### src/rtl/display_pkg.sv
// Shared constants for the seven-segment scanner: active-low segment table,
// blank pattern, decimal-point digit and digit count.
package display_pkg;

  localparam int NUM_DIGITS = 8;
  localparam int DP_DIGIT   = 4;
  localparam int IDX_W      = $clog2(NUM_DIGITS);

  localparam logic [7:0] SEG_BLANK = 8'hFF;

  // Active-low {g,f,e,d,c,b,a} patterns for hex digits 0..F
  localparam logic [6:0] SEG_TABLE [16] = '{
    7'h40, 7'h79, 7'h24, 7'h30, 7'h19, 7'h12, 7'h02, 7'h78,
    7'h00, 7'h10, 7'h08, 7'h03, 7'h46, 7'h21, 7'h06, 7'h0E
  };

endpackage

### src/rtl/hex_to_7seg.sv
// Combinational hex nibble to active-low seven-segment (gfedcba) decoder.
module hex_to_7seg
  import display_pkg::*;
(
  input  logic [3:0] nibble,
  output logic [6:0] seg
);

  assign seg = SEG_TABLE[nibble];

endmodule

### src/rtl/pc_wb_display_scanner.sv
// Scans PC[15:0] (digits 7..4) and write-back data[15:0] (digits 3..0) onto an
// 8-digit common-anode display. Optional macro: LEADING_ZERO_BLANK_EN.
module pc_wb_display_scanner
  import display_pkg::*;
#(
  parameter int REFRESH_DIV = 100000,
  parameter int CNT_W       = 17
) (
  input  logic        Clk,
  input  logic        Rst,
  input  logic [31:0] PC_pin_out,
  input  logic [31:0] write_data_pin,
  input  logic        Freeze,
  output logic [7:0]  An,
  output logic [7:0]  Seg,
  output logic        Frame_start
);

  logic [CNT_W-1:0] count;
  logic [IDX_W-1:0] digit_idx;
  logic [IDX_W-1:0] next_idx;
  logic [15:0]      pc_snap;
  logic [15:0]      wd_snap;
  logic [15:0]      pc_next;
  logic [15:0]      wd_next;
  logic             tick;
  logic             wrap;
  logic             latch;

  logic [1:0]       pos;
  logic [15:0]      group;
  logic [15:0]      upper;
  logic [3:0]       nibble;
  logic [6:0]       seg7;
  logic             dp;
  logic             blank;
  logic [7:0]       seg_next;
  logic             unused_hi;

  assign unused_hi = ^{PC_pin_out[31:16], write_data_pin[31:16]};

  assign tick     = (count == CNT_W'(REFRESH_DIV - 1));
  assign next_idx = digit_idx + 1'b1;
  assign wrap     = tick && (next_idx == '0);
  assign latch    = wrap && !Freeze;

  // Digit 0 of a new frame must show the values being latched this edge
  assign pc_next = latch ? PC_pin_out[15:0]     : pc_snap;
  assign wd_next = latch ? write_data_pin[15:0] : wd_snap;

  always_comb begin
    pos    = next_idx[1:0];
    group  = next_idx[2] ? pc_next : wd_next;
    upper  = group >> {pos, 2'b00};
    nibble = upper[3:0];
    dp     = (next_idx != IDX_W'(DP_DIGIT));
    blank  = 1'b0;
`ifdef LEADING_ZERO_BLANK_EN
    // Lowest digit of each group always shows, so a zero value reads "0"
    blank  = (pos != 2'd0) && (upper == 16'h0000);
`endif
    seg_next = blank ? {dp, SEG_BLANK[6:0]} : {dp, seg7};
  end

  hex_to_7seg u_hex_to_7seg (
    .nibble (nibble),
    .seg    (seg7)
  );

  always_ff @(posedge Clk or posedge Rst) begin
    if (Rst) begin
      count       <= '0;
      digit_idx   <= IDX_W'(NUM_DIGITS - 1);
      pc_snap     <= '0;
      wd_snap     <= '0;
      An          <= 8'hFF;
      Seg         <= SEG_BLANK;
      Frame_start <= 1'b0;
    end else begin
      count       <= tick ? '0 : count + 1'b1;
      Frame_start <= wrap;
      if (tick) begin
        digit_idx <= next_idx;
        pc_snap   <= pc_next;
        wd_snap   <= wd_next;
        An        <= ~(8'h01 << next_idx);
        Seg       <= seg_next;
      end
    end
  end

endmodule

### config.mk
export PLATFORM = sky130hd
export DESIGN_NAME = pc_wb_display_scanner
export DESIGN_NICKNAME = d
export VERILOG_FILES = /design/src/rtl/display_pkg.sv /design/src/rtl/hex_to_7seg.sv /design/src/rtl/pc_wb_display_scanner.sv
export SDC_FILE = /design/constraint.sdc
export NUM_CORES = 1
export LEC_CHECK = 0
export ABC_AREA = 1
export CAP_MARGIN = 40
export CORE_UTILIZATION = 45
export CTS_CLUSTER_DIAMETER = 30
export CTS_CLUSTER_SIZE = 20
export DETAILED_ROUTE_END_ITERATION = 16
export MAX_ROUTING_LAYER = met4
export PLACE_DENSITY = 0.81
export SYNTH_ARGS = -nofsm -noshare
export SYNTH_HDL_FRONTEND = slang
export SYNTH_SLANG_ARGS = --single-unit
### constraint.sdc
create_clock -name Clk -period 3.17 [get_ports Clk]
set_input_delay 0.634 -clock Clk [delete_from_list [all_inputs] [get_ports Clk]]
set_output_delay 0.634 -clock Clk [all_outputs]
set_load 0.03 [all_outputs]
==> metrics.txt <==
outcome finished clean; via-per-instance ratio ~5.3; number of max-cap violations 0; area growth from synthesis to layout 22.8%; clock-pin slew on the worst setup and hold paths approximately 0.080 ns; worst hold margin 0.468 ns; number of DRC violations after detailed routing 0; number of global-route vias before repair 3186; max-slew violations 0; data required time of the worst path ~3.5 ns; area fraction in compound gates after synthesis under 10%; Synth async-reset ratio 100%; gate count after technology mapping roughly 450; most common cell type on the critical path nand3_1; Inst Count DP 598; Synth Area in Adders 4.08%; Crit. path cell count 18; post-synth top area cell dfrtp_1; largest delay contributor family on the critical path simple AND/OR/NAND/NOR gates; Mean Syn Cell Area between 8 and 9 sq um; hold path cells 2; first-pass GRT wire length between 10 and 15 mm; die area 8550 sq um; IO Port Bufs 51; Clock H-tree levels 3; total iterations of the first detailed-routing run 5; share of cells above drive strength 1 12.9%; sequential area share after synthesis a little under half; buffer cell driving the clock tree root clkbuf_8; register bit count reported by yosys 68; TritonCTS Buffers 9; PostCTS Resize Cnt 0; maximum count of clock buffers along a single path 2; xor/xnor cell area share of the yosys netlist 0.713%; Post-Synthesis Cell Area 3680 sq um; crit path cell chain ha_1, nand2_1, nor2_2, nand3_2, nor2_8, buf_4, nand4_1, nand3_1, nand3_1, nand3_1, o21ai_4, ha_1, inv_1, nand3_1, nand3_1, nand2_1, nand2_1, nand2_1; final standard cell count with taps included and fillers excluded between 600 and 700; Post-synth top cells nand2_1, nand3_1, dfrtp_1, inv_1, nand4_1; crit-path max FO 16; post-CTS setup buffer count 0; final weighted congestion in routability-driven placement roughly 0.93; maximum vdd drop 0.242 mV; setup repair after global routing missed its margin no; site row count 32; worst slew slack as a fraction of its limit between 50 and 60%; number of unique standard cell types used by synthesis 35; area used by multi-input combinational logic roughly 1700 sq um; cell with the biggest individual delay on the critical path dfrtp_1; critical setup path kind reg -> reg; initial antenna violation count 0; Yosys warning total 0; number of enable-type register cells in the synthesized netlist 0; top area cells in the synthesized netlist dfrtp_1, dfstp_2, nand2_1; Post-DRT Antenna Nets 0; arrival time at the worst endpoint 3.13 ns; Die Ht 92.5 microns; fmax 352 MHz; path type of the worst min-delay path reg -> reg; Register Area 1720 sq um; number of inserted diodes 0; I/O Pins between 80 and 90; CTS Hold Bufs 0; endpoint type of the worst setup path flop; power per unit of standard cell area approximately 370 nW/um^2; routed wire length per instance ~14 microns; slowest cell delay on critical path around 0.38 ns; TritonCTS clock tree built; worst path buffer plus inverter count 2; floorplan die width approximately 92 microns; final clock skew 0.0111 ns; final setup violating endpoints 0; synthesized-area fraction occupied by and/or/nand/nor cells between 30% and 40%; library cell with the highest instance count after synthesis nand2_1; final period utilization 89.7%; total wirelength of the detailed-routed design approximately 8.4 mm; worst reg-to-reg path cell count 18; Syn Nets about 530; global router's overall resource usage 21.6%; number of DRC markers after the initial detailed-route iteration roughly 180; leakage ~0.0022 uW; final critical delay including setup and external delays ~2.8 ns; area inside the core boundary between 7000 and 8000 sq um; effective utilization at floorplan 47.2%; Post-synth top flop dfrtp_1; total via count after detailed routing around 3300; pin count of the biggest net entering global routing 37; Filler cells about 670; proportion of synthesized area in mux cells 0%; sum of overflow across all layers after global routing 0; largest family of logic cells by synthesized area simple AND/OR/NAND/NOR gates; transition at the pin with the smallest max-transition slack slightly below 0.7 ns; insertion delay of the later-clocked pin in the worst-skew pair about 0.35 ns; area share of the largest cell type after synthesis between 30% and 40%; category of the worst setup path launch point flop; endpoints failing hold 0; Clock Sinks between 60 and 70; Final #Nets 587; dpl hpwl 5.82 mm; final setup TNS 0 ns
==> sequential cells by signal, summed over array words and instances, names as in the netlist <==
| register | flops |
|---|---|
| An | 7 |
| Frame_start | 1 |
| Seg | 8 |
| count | 17 |
| digit_idx | 3 |
| pc_snap | 16 |
| wd_snap | 16 |
==> cell usage in the layout, fill, tap and decap left out, types with 2 or more instances in the layout <==
cell and instances:
ha_1 12, inv_1 33, nor4_1 5, nand2_2 4, nand3_1 67, inv_2 6, buf_6 2, o21ai_0 10
a31oi_1 5, dfrtp_1 50, clkinvlp_4 3, nand4_1 33, o21ai_1 3, nor2_1 27, a21oi_1 10, clkdlybuf4s50_1 51
nor3_1 6, clkinv_1 5, nand2_1 121, xor2_1 3, nor2_2 2, clkbuf_8 10, nand3_2 4, buf_4 8
dfstp_2 18
==> area by class of cell <==
cell class              instances  share of cell area [%]
clock buffers                  11                    3.13
clock inverters                 5                    1.36
inverters                      44                    3.65
multi-input cells             323                    37.4
flip-flops and latches         68                    38.1
well taps                     102                    2.82
repair buffers                 62                    13.6
==> through the flow <==
step / setup slack, ns / area, sq um / utilization (%) / total power (uW)
global placement: 0.185 / 4300 / 55.0 / 954
finish: 0.326 / 4520 / 57.9 / 1670
detailed placement: 0.136 / 4300 / 55.0 / 956
global route: 0.00786 / 4520 / 57.9 / 1720
CTS: 0.137 / 4500 / 57.6 / 1680
floorplan: 0.585 / 3680 / - / 902
==> kinds of logic after synthesis <==
kind of cell	count (synthesis)
DFF	68
buffers and inverters	64
and+or+nand+nor	274
xor gates and xnor gates	3
AOI/OAI and AO/OA	33
adders and majority gates	12
==> tightest hold or removal path: stages, from the launching register on <==
cell,delay [ns]
dfrtp_1,0.33
nand2_1,0.06
nand2_1,0.05
==> routing by layer <==
metal	routed length (microns)	GRT usage, %	part of all wire (%)
met5	0	-	0
met4	252	11.1	3.0
met3	410	3.20	4.9
met2	3900	33.9	47
met1	3800	27.2	45
==> worst paths after layout <==
check / slack (ns) / end / startpoint
max: 0.33 / Seg[0] / count[0]
min: 0.47 / pc_snap[11] / pc_snap[11]
max reg2reg: 0.33 / Seg[0] / count[0]
min reg2reg: 0.47 / pc_snap[11] / pc_snap[11]
max in group asynchronous: 1.76 / Seg[7] / Rst
min in group asynchronous: 0.72 / count[9] / Rst
==> report_power, final <==
| part | switching, uW | internal, uW |
|---|---|---|
| combinational | 29.8 | 40.7 |
| clock | 341 | 386 |
| sequential | 0 | 868 |
Note: power is estimated with default switching activity, not from simulation.
